==> src/rtl/tx_uart_pkg.sv <==
// Shared definitions for the tx_uart bus controller: baud table, register map,
// STATUS layout and FSM encoding.
package tx_uart_pkg;

  localparam logic [3:0] BAUD_50     = 4'd0;
  localparam logic [3:0] BAUD_110    = 4'd1;
  localparam logic [3:0] BAUD_150    = 4'd2;
  localparam logic [3:0] BAUD_300    = 4'd3;
  localparam logic [3:0] BAUD_1200   = 4'd4;
  localparam logic [3:0] BAUD_2400   = 4'd5;
  localparam logic [3:0] BAUD_4800   = 4'd6;
  localparam logic [3:0] BAUD_9600   = 4'd7;
  localparam logic [3:0] BAUD_19200  = 4'd8;
  localparam logic [3:0] BAUD_38400  = 4'd9;
  localparam logic [3:0] BAUD_57600  = 4'd10;
  localparam logic [3:0] BAUD_115200 = 4'd11;
  localparam logic [3:0] BAUD_230400 = 4'd12;
  localparam logic [3:0] BAUD_460800 = 4'd13;
  localparam logic [3:0] BAUD_500000 = 4'd14;
  localparam logic [3:0] BAUD_MAX    = 4'd15;

  localparam logic [1:0] ADDR_DATA   = 2'd0;
  localparam logic [1:0] ADDR_CONFIG = 2'd1;
  localparam logic [1:0] ADDR_STATUS = 2'd2;

  localparam int STAT_BUSY  = 0;
  localparam int STAT_FULL  = 1;
  localparam int STAT_EMPTY = 2;
  localparam int STAT_OVF   = 3;

  typedef enum logic [2:0] {
    ST_GUARD, ST_IDLE, ST_ISSUE_DATA, ST_WAIT_FRAME, ST_ISSUE_CFG
  } state_e;

  // Must stay bit-identical to the transmitter's own table, or pacing drifts.
  function automatic logic [19:0] baud_cycles(input logic [3:0] code);
    case (code)
      BAUD_50:     return 20'd1000000;
      BAUD_110:    return 20'd454545;
      BAUD_150:    return 20'd333333;
      BAUD_300:    return 20'd166666;
      BAUD_1200:   return 20'd41666;
      BAUD_2400:   return 20'd20833;
      BAUD_4800:   return 20'd10416;
      BAUD_9600:   return 20'd5208;
      BAUD_19200:  return 20'd2604;
      BAUD_38400:  return 20'd1302;
      BAUD_57600:  return 20'd868;
      BAUD_115200: return 20'd434;
      BAUD_230400: return 20'd217;
      BAUD_460800: return 20'd108;
      BAUD_500000: return 20'd100;
      default:     return 20'd2;
    endcase
  endfunction

endpackage

==> src/rtl/tx_uart_ctrl_sync_fifo.sv <==
// Byte FIFO for the controller; pointers carry an extra wrap bit so full and
// empty are distinguishable without a counter.
module sync_fifo #(
  parameter int DEPTH = 8,
  parameter int WIDTH = 8
) (
  input  logic             clk,
  input  logic             reset_n,
  input  logic             push,
  input  logic             pop,
  input  logic [WIDTH-1:0] wdata,
  output logic [WIDTH-1:0] rdata,
  output logic             full,
  output logic             empty
);
  localparam int AW = $clog2(DEPTH);

  logic [AW:0]      wr_q, wr_d, rd_q, rd_d;
  logic [WIDTH-1:0] mem_q [DEPTH];
  logic             do_push, do_pop;

  always_comb begin
    empty   = (wr_q == rd_q);
    full    = (wr_q[AW] != rd_q[AW]) && (wr_q[AW-1:0] == rd_q[AW-1:0]);
    do_push = push && !full;
    do_pop  = pop && !empty;
    wr_d    = wr_q + {{AW{1'b0}}, do_push};
    rd_d    = rd_q + {{AW{1'b0}}, do_pop};
    rdata   = mem_q[rd_q[AW-1:0]];
  end

  always_ff @(posedge clk or negedge reset_n) begin
    if (!reset_n) begin
      wr_q <= '0;
      rd_q <= '0;
    end else begin
      wr_q <= wr_d;
      rd_q <= rd_d;
    end
  end

  always_ff @(posedge clk) begin
    if (do_push) mem_q[wr_q[AW-1:0]] <= wdata;
  end

endmodule

==> src/rtl/tx_uart_ctrl.sv <==
// Bus-facing controller for tx_uart: queues bytes, spaces write_enable pulses by
// one frame time, and only retunes the baud rate when nothing is in flight.
module tx_uart_ctrl
  import tx_uart_pkg::*;
#(
  parameter int DEPTH       = 8,
  parameter int RESET_GUARD = 0
) (
  input  logic       clk,
  input  logic       reset_n,
  input  logic [1:0] bus_addr,
  input  logic [7:0] bus_wdata,
  input  logic       bus_we,
  input  logic       bus_re,
  output logic       bus_ready,
  output logic [7:0] bus_rdata,
  output logic [7:0] uart_write_data,
  output logic       uart_write_enable,
  output logic [7:0] uart_config_data,
  output logic       uart_config_enable,
  output logic       irq_tx_empty
);
  state_e      state_q, state_d;
  logic [23:0] timer_q, timer_d;
  logic [31:0] guard_q, guard_d;
  logic [19:0] bit_cycles_q, bit_cycles_d;
  logic [3:0]  baud_code_q, baud_code_d;
  logic [3:0]  pend_cfg_q, pend_cfg_d;
  logic        ovf_q, ovf_d;
  logic [7:0]  rdata_q, rdata_d;

  logic        fifo_push, fifo_pop, fifo_full, fifo_empty;
  logic [7:0]  fifo_head;
  logic [7:0]  status;
  logic [23:0] frame;
  logic        cfg_acc;

  sync_fifo #(.DEPTH(DEPTH), .WIDTH(8)) u_fifo (
    .clk    (clk),
    .reset_n(reset_n),
    .push   (fifo_push),
    .pop    (fifo_pop),
    .wdata  (bus_wdata),
    .rdata  (fifo_head),
    .full   (fifo_full),
    .empty  (fifo_empty)
  );

  always_comb begin
    status             = {baud_code_q, 4'b0};
    status[STAT_BUSY]  = (state_q != ST_IDLE);
    status[STAT_FULL]  = fifo_full;
    status[STAT_EMPTY] = fifo_empty;
    status[STAT_OVF]   = ovf_q;
    frame              = (24'(bit_cycles_q) + 24'd1) * 24'd10;
    irq_tx_empty       = (state_q == ST_IDLE) && fifo_empty;
    bus_rdata          = rdata_q;
  end

  always_comb begin
    state_d            = state_q;
    timer_d            = timer_q;
    guard_d            = guard_q;
    bit_cycles_d       = bit_cycles_q;
    baud_code_d        = baud_code_q;
    pend_cfg_d         = pend_cfg_q;
    ovf_d              = ovf_q;
    rdata_d            = rdata_q;
    fifo_push          = 1'b0;
    fifo_pop           = 1'b0;
    cfg_acc            = 1'b0;
    bus_ready          = 1'b1;
    uart_write_data    = 8'h00;
    uart_write_enable  = 1'b0;
    uart_config_data   = 8'h00;
    uart_config_enable = 1'b0;

    // A write wins over a simultaneous read.
    if (bus_we) begin
      case (bus_addr)
        ADDR_DATA: begin
          if (fifo_full) ovf_d = 1'b1;
          else           fifo_push = 1'b1;
        end
        ADDR_CONFIG: begin
          if (state_q == ST_IDLE && fifo_empty) begin
            cfg_acc    = 1'b1;
            pend_cfg_d = bus_wdata[3:0];
          end else begin
            bus_ready = 1'b0;
          end
        end
        default: ;
      endcase
    end else if (bus_re) begin
      rdata_d = (bus_addr == ADDR_STATUS) ? status : 8'h00;
      if (bus_addr == ADDR_STATUS) ovf_d = 1'b0;
    end

    case (state_q)
      ST_GUARD: begin
        if (guard_q <= 32'd1) state_d = ST_IDLE;
        else                  guard_d = guard_q - 32'd1;
      end
      ST_IDLE: begin
        if (cfg_acc)          state_d = ST_ISSUE_CFG;
        else if (!fifo_empty) state_d = ST_ISSUE_DATA;
      end
      ST_ISSUE_DATA: begin
        uart_write_enable = 1'b1;
        uart_write_data   = fifo_head;
        fifo_pop          = 1'b1;
        timer_d           = frame - 24'd1;
        state_d           = ST_WAIT_FRAME;
      end
      ST_WAIT_FRAME: begin
        // Leaving as the timer reaches zero keeps pulses exactly one frame apart.
        timer_d = timer_q - 24'd1;
        if (timer_q <= 24'd1) state_d = fifo_empty ? ST_IDLE : ST_ISSUE_DATA;
      end
      ST_ISSUE_CFG: begin
        uart_config_enable = 1'b1;
        uart_config_data   = {4'b0, pend_cfg_q};
        baud_code_d        = pend_cfg_q;
        bit_cycles_d       = baud_cycles(pend_cfg_q);
        state_d            = ST_IDLE;
      end
      default: state_d = ST_IDLE;
    endcase
  end

  always_ff @(posedge clk or negedge reset_n) begin
    if (!reset_n) begin
      state_q      <= (RESET_GUARD > 0) ? ST_GUARD : ST_IDLE;
      timer_q      <= '0;
      guard_q      <= 32'(RESET_GUARD);
      bit_cycles_q <= 20'd2;
      baud_code_q  <= 4'hF;
      pend_cfg_q   <= '0;
      ovf_q        <= 1'b0;
      rdata_q      <= '0;
    end else begin
      state_q      <= state_d;
      timer_q      <= timer_d;
      guard_q      <= guard_d;
      bit_cycles_q <= bit_cycles_d;
      baud_code_q  <= baud_code_d;
      pend_cfg_q   <= pend_cfg_d;
      ovf_q        <= ovf_d;
      rdata_q      <= rdata_d;
    end
  end

endmodule

==> config.mk <==
export PLATFORM = sky130hd
export DESIGN_NAME = tx_uart_ctrl
export DESIGN_NICKNAME = d
export VERILOG_FILES = /design/src/rtl/tx_uart_pkg.sv /design/src/rtl/tx_uart_ctrl_sync_fifo.sv /design/src/rtl/tx_uart_ctrl.sv
export SDC_FILE = /design/constraint.sdc
export NUM_CORES = 1
export LEC_CHECK = 0
export ABC_AREA = 1
export CORE_UTILIZATION = 62
export DETAILED_ROUTE_END_ITERATION = 6
export PLACE_DENSITY = 0.81
export SLEW_MARGIN = 20
export SYNTH_ARGS = -nofsm -noshare
export SYNTH_HDL_FRONTEND = slang
export SYNTH_HIERARCHICAL = 1
export SYNTH_SLANG_ARGS = --single-unit
==> constraint.sdc <==
create_clock -name clk -period 4.6 [get_ports clk]
set_clock_uncertainty 0.05 [all_clocks]
set_input_delay 0.46 -clock clk [delete_from_list [all_inputs] [get_ports clk]]
set_output_delay 0.46 -clock clk [all_outputs]
set_load 0.01 [all_outputs]
# Yosys cells after proc, flatten, opt, wreduce, memory -nomap -nowiden
# Memory sizes are Yosys's and may differ from the RTL's. A register that Yosys moved wholly into a read port is not among the register bits.
# Cells that the tools add are included.
[classes] add_sub_neg=6 n_reduce_logical=17 muxes=27 n_mul=1 magnitude_cmp=2 bitwise=2 eq_ne=15
[ops] op="$pmux W24 S2" n=1
[ops] op="$sub A24 B1 Y24 const B" n=2
[ops] op="$le A32 B1 Y1 const B" n=1
[ops] op="$sub A32 B1 Y32 const B" n=1
[ops] op="$le A24 B1 Y1 const B" n=1
[ops] op="$mul A21 B3 Y23 const B" n=1
[ops] op="$add A20 B1 Y21 const B" n=1
[ops] op="$mux W1" n=17
[ops] op="$mux W8" n=2
[ops] op="$mux W3" n=4
[ops] op="$pmux W3 S4" n=1
[ops] op="$add A4 B1 Y4" n=2
[ops] op="$eq A3 B2 Y1 const B" n=2
[ops] op="$reduce_and A3 Y1" n=2
[ops] op="$reduce_bool A2 Y1" n=3
[ops] op="$eq A4 B4 Y1" n=1
[ops] op="$logic_and A1 B1 Y1" n=4
[ops] op="$mux W4" n=1
[ops] op="$ne A2 B1 Y1 const B" n=2
[ops] op="$ne A2 B2 Y1 const B" n=2
[ops] op="$reduce_and A2 Y1" n=2
[ops] op="$reduce_and A4 Y1" n=1
[ops] op="$eq A3 B1 Y1 const B" n=1
[ops] op="$eq A3 B3 Y1" n=1
[ops] op="other kinds (11)" n=14
[totals] romBits=320 memories=2 ram_bits=64 ff_bits=84 input_bits=14 out_inout_bits=28
[mem_list] name="(name not given)" depth=16 width=20 read_ports=1 rd_clocked_by_memory_dff=1 wr=0 line="tx_uart_pkg.sv:37" rtl="case (code)"
[mem_list] name="u_fifo.mem_q" depth=8 width=8 read_ports=1 rd_clocked_by_memory_dff=0 wr=1 line="tx_uart_ctrl_sync_fifo.sv:19" rtl="logic [WIDTH-1:0] mem_q [DEPTH];"

# Longest topological paths before layout
# Gate-level depths: netlist of run 1.
[logic_depth] depth_word=8 mapped_depth=28 depth_no_buf=28

# By module
# The synthesis of run 1 kept the hierarchy.
[modules_own_cells] mod="tx_uart_ctrl" n_inst=1 area_each_um2=7802.5 cells_each=1166
[modules_own_cells] mod="sync_fifo" n_inst=1 area_each_um2=3116.7 cells_each=257

# Worst setup path after synthesis of run 1
# No wires, ideal clock.
[synth_timing] path_kind="flip-flop to flip-flop" from="register bit_cycles_q[1]" to="register timer_q[20]" stages_incl_launch_ff=25 n_path_buf=0 arrival_time_ps=3385 path_slack_ps=1043 required_ps=4429 synth_period_minus_slack_ps=3557 path_cell_list="dfstp_2 -> ha_1 -> inv_1 -> nor2_1 -> inv_1 -> nor3_1 -> xor2_1 -> inv_1 -> ha_1 -> ha_1 -> nand2_1 -> inv_1 -> nand2_1 -> nand2_1 -> inv_1 -> nand3_1 -> xor2_2 -> nor3_1 -> nand3_1 -> nor2_1 -> nand2_1 -> nand2_1 -> nand2_1 -> nand2_1 -> nand2_1"
[synth_between] elab_chain_len=4
[synth_rtl] item="start: declaration" line="tx_uart_ctrl.sv:26" rtl="logic [19:0] bit_cycles_q, bit_cycles_d;"
[synth_rtl] item="$add A20 B1 Y21" line="tx_uart_ctrl.sv:55" rtl="frame = (24'(bit_cycles_q) + 24'd1) * 24'd10;"
[synth_rtl] item="$mul A21 B3 Y23" line="tx_uart_ctrl.sv:55"
[synth_rtl] item="$sub A24 B1 Y24" line="tx_uart_ctrl.sv:113" rtl="timer_d = frame - 24'd1;"
[synth_rtl] item="$pmux W24 S2" line="tx_uart_ctrl.sv:100" rtl="case (state_q)"
[synth_rtl] item="end signal: assignment" line="tx_uart_ctrl.sv:144" rtl="timer_q <= timer_d;"
[synth_rtl] item="end: declaration" line="tx_uart_ctrl.sv:24" rtl="logic [23:0] timer_q, timer_d;"
# No other way between the ends.
# A chain may end at the register's enable or synchronous reset.

# Final worst setup path of run 1
[layout_timing] from="register bit_cycles_q[0]" to="register timer_q[23]"
# The elaborated chain is that of the path after synthesis.

==> results of run 1 <==
-- synthesized netlist by cell type (9+ instances only) --
master / instances / area, um2
nand2_1: 329 / 1235
nor2_1: 206 / 773.2
inv_1: 177 / 664.4
dfrtp_1: 98 / 2452
o21ai_0: 78 / 390.4
nand3_1: 77 / 385.4
edfxtp_1: 64 / 1922
ha_1: 45 / 563.0
xor2_1: 45 / 394.1
nor3_1: 38 / 190.2
o21ai_1: 33 / 165.2
a21oi_1: 31 / 155.2
xnor2_1: 26 / 227.7
nand4_1: 25 / 156.4
clkbuf_1: 12 / 45.04
nor2_2: 10 / 62.56
nand2_2: 9 / 56.30
nor4_1: 9 / 56.30
o211ai_1: 9 / 67.56
or2_2: 9 / 56.30
-- power by group --
| part | internal [mW] | leakage, nW | switching, mW |
|---|---|---|---|
| clock network | 0.754 | 0.295 | 0.705 |
| logic | 0.436 | 3.64 | 0.789 |
| registers | 1.71 | 1.94 | 0.180 |
-- final timing paths --
kind / startpoint / endpoint / slack (ps) / cells after the start
max reg2reg: bit_cycles_q[0]$_DFFE_PN0P_ / timer_q[23]$_DFFE_PN0P_ / 470 / 26
max in group asynchronous: reset_n / baud_code_q[1]$_DFFE_PN1P_ / 3150 / 3
max: bit_cycles_q[0]$_DFFE_PN0P_ / timer_q[23]$_DFFE_PN0P_ / 470 / 26
min in group asynchronous: reset_n / timer_q[15]$_DFFE_PN0P_ / 440 / 2
min reg2reg: baud_code_q[1]$_DFFE_PN1P_ / baud_code_q[1]$_DFFE_PN1P_ / 430 / 2
min: baud_code_q[1]$_DFFE_PN1P_ / baud_code_q[1]$_DFFE_PN1P_ / 430 / 2
-- per-stage QoR --
step | power (mW) | util | setup WS, ps
floorplan | 2.874 | - | 1043
global placement | 3.072 | 0.6635 | 577.1
detailed placement | 3.119 | 0.6635 | 482.4
CTS | 4.568 | 0.6995 | 395.4
global route | 4.828 | 0.6999 | -4.161
finish | 4.577 | 0.6999 | 470.9
-- cell type report --
cell class,count,share of cell area
sequential,168,0.3756
inverter,187,0.05860
timing repair buffer,46,0.03630
multi-input combinational,1039,0.4555
tap,225,0.02334
clock inverter,14,0.01421
clock buffer,18,0.03640
-- routing by layer --
metal,routed length (um),vias up
li1,-,4697
met2,12290,324
met3,1628,46
met4,537,0
met1,11890,4409
met5,0,-
-- what timing repair did --
| item | CTS | global route |
|---|---|---|
| hold buffers | 1 | 0 |
| resized for setup | 0 | 2 |
| endpoints found under the setup margin | 0 | 3 |
| setup buffers | 0 | 0 |
| endpoints found under the hold margin | 27 | 0 |
-- state kept, by name, indices dropped and copies added (netlist names) --
register and count:
bit_cycles_q 20, ovf_q 1, u_fifo/wr_q 4, state_q 3, guard_q 32, u_fifo/rd_q 4
baud_code_q 4, pend_cfg_q 4, u_fifo/mem_q 64, timer_q 24, bus_rdata 8
-- cell families (layout without fill, tap and decap cells) --
kind of cell	count (synthesis)	count (layout)
adder cells (fa/ha/maj)	46	46
flip-flops	168	168
buffers and inverters	219	265
other	1	4
AO/OA/AOI/OAI	180	180
XOR/XNOR	74	74
AND/OR/NAND/NOR	735	735
-- tightest hold or removal path, stage by stage (launching register included) --
cell,delay [ps]
dfstp_2,360
inv_1,50
o21bai_1,70
==> metrics.csv, run 1 <==
stage,metric,value,unit
yosys,post-synthesis mux area share,0,
route,first-pass iteration count of the detailed router,6,
grt,first-pass GRT wire length,43170,um
yosys,post-synthesis adder-cell area fraction,0.05340,
grt,GR peak layer,met2,
finish,fin nets,1519,
setup_path,worst path bufs/invs,5,
floorplan,Starting Density,0.6335,
placement,placed insts,1664,
grt,vias in the first global route,8927,
finish,"most common cell after layout, fill and taps aside",nand2_1,
yosys,Synth Flop Type,dfrtp_1,
yosys,ys async rst share,0.6190,
job,max-cap viol count,0,
timing,sum of negative setup slack,0,ps
finish,share of layout cells above drive strength 1,0.06929,
clock_network,clk slew on worst S/H paths,70,ps
grt,pin count of the biggest net entering global routing,45,
route,drt first-iter violations,681,
clock_network,CTS root buf,clkbuf_16,
floorplan,overall die height,134.7,um
setup_path,Setup CP Type,register to register,
route,Routed WL,26340,um
route,via/cell ratio,5.584,
timing,part of the cycle the worst path needs,0.8976,
clock_network,H-tree levels,4,
route,DR vias,9476,
timing,Setup-failing EPs final,0,
power,Worst VDD drop,0.3124,mV
route,Residual DRC,0,
grt,met2 usage,0.4880,
yosys,Seq cells post-synth,168,
power,power per cell area,379.4,nW/um2
setup_path,"delay-heaviest family, CP",simple AND/OR/NAND/NOR gates,
setup_path,CP dominant cell by count,nand2_1,
timing,Worst Tran Pin Value,798.7,ps
setup_path,CP arrival,4390,ps
grt,initial antenna violation count,0,
yosys,count of warnings emitted by yosys,6,
yosys,Cell variety after synth,55,
grt,Total GRT Usage,0.3038,
floorplan,core area,17240,um2
timing,post-layout minimum cycle time,4129,ps
worst_hold_path,Worst Hold Class,register to register,
floorplan,IO Count,42,
finish,area of the multi-input gates,5495,um2
clock_network,clock latency on the worst-skew pair,430,ps
yosys,syn_area_per_cell,7.673,um2
finish,Finished Layout Cells,1697,
placement,area post-placement,11440,um2
power,leakage,5.866,nW
yosys,number of synthesized flops with an enable pin,64,
grt,total gr overflow,0,
yosys,Synth Area in Simple Gates,0.2939,
timing,Fmax,242.2,MHz
clock_network,Num CTS Buffers,17,
grt,met1 Usage GRT,0.4241,
floorplan,Row Count,48,
finish,# diodes,0,
finish,fillers,1333,
floorplan,Die ar.,18150,um2
route,drt wl/cell,15.52,um
timing,Hold Slack,432.6,ps
clock_network,Bufs on Longest Clock Path,2,
placement,port bufs,37,
floorplan,Die W,134.7,um
clock_network,CTS tree,done,
placement,DP HPWL,19050,um
finish,design area,12060,um2
route,"antenna viol nets, final",0,
timing,Hold Fails Final Rpt,0,
run_status,status,completed,
yosys,largest family of logic cells by synthesized area,simple AND/OR/NAND/NOR gates,
setup_path,crit-path max cell delay,520,ps
finish,most frequent cells in the layout,"nand2_1, nor2_1, inv_1",
yosys,sequential element share of the synthesized area,0.4150,
yosys,Synth Area in Compound Gates,0.09144,
setup_path,CP endpoint kind,register,
yosys,Mapped Cells,1423,
yosys,xor/xnor share of the synthesized area,0.06245,
finish,register area,4532,um2
setup_path,"slowest stage cell, crit path",dfrtp_1,
setup_path,Worst EP required,4860,ps
finish,Area Growth Syn to Fin,10.48,%
grt,M3 GR Usage,0.04467,
yosys,mapped cell area,10920,um2
setup_path,Setup crit start kind,register,
placement,RD Place Congestion,0.9327,
setup_path,crit path max fanout,7,
clock_network,CTS Sinks,168,
timing,worst slew margin relative to its limit,0.4626,
timing,final slew viol count,0,
No activity file was read; power rests on OpenSTA's default activity.
==> run 2: changes to the inputs <==
Settings changed: ABC_CLOCK_PERIOD_IN_PS set to 4600.
==> results of run 2 <==
Final layout, timing and power as in run 1 (identical DEF).
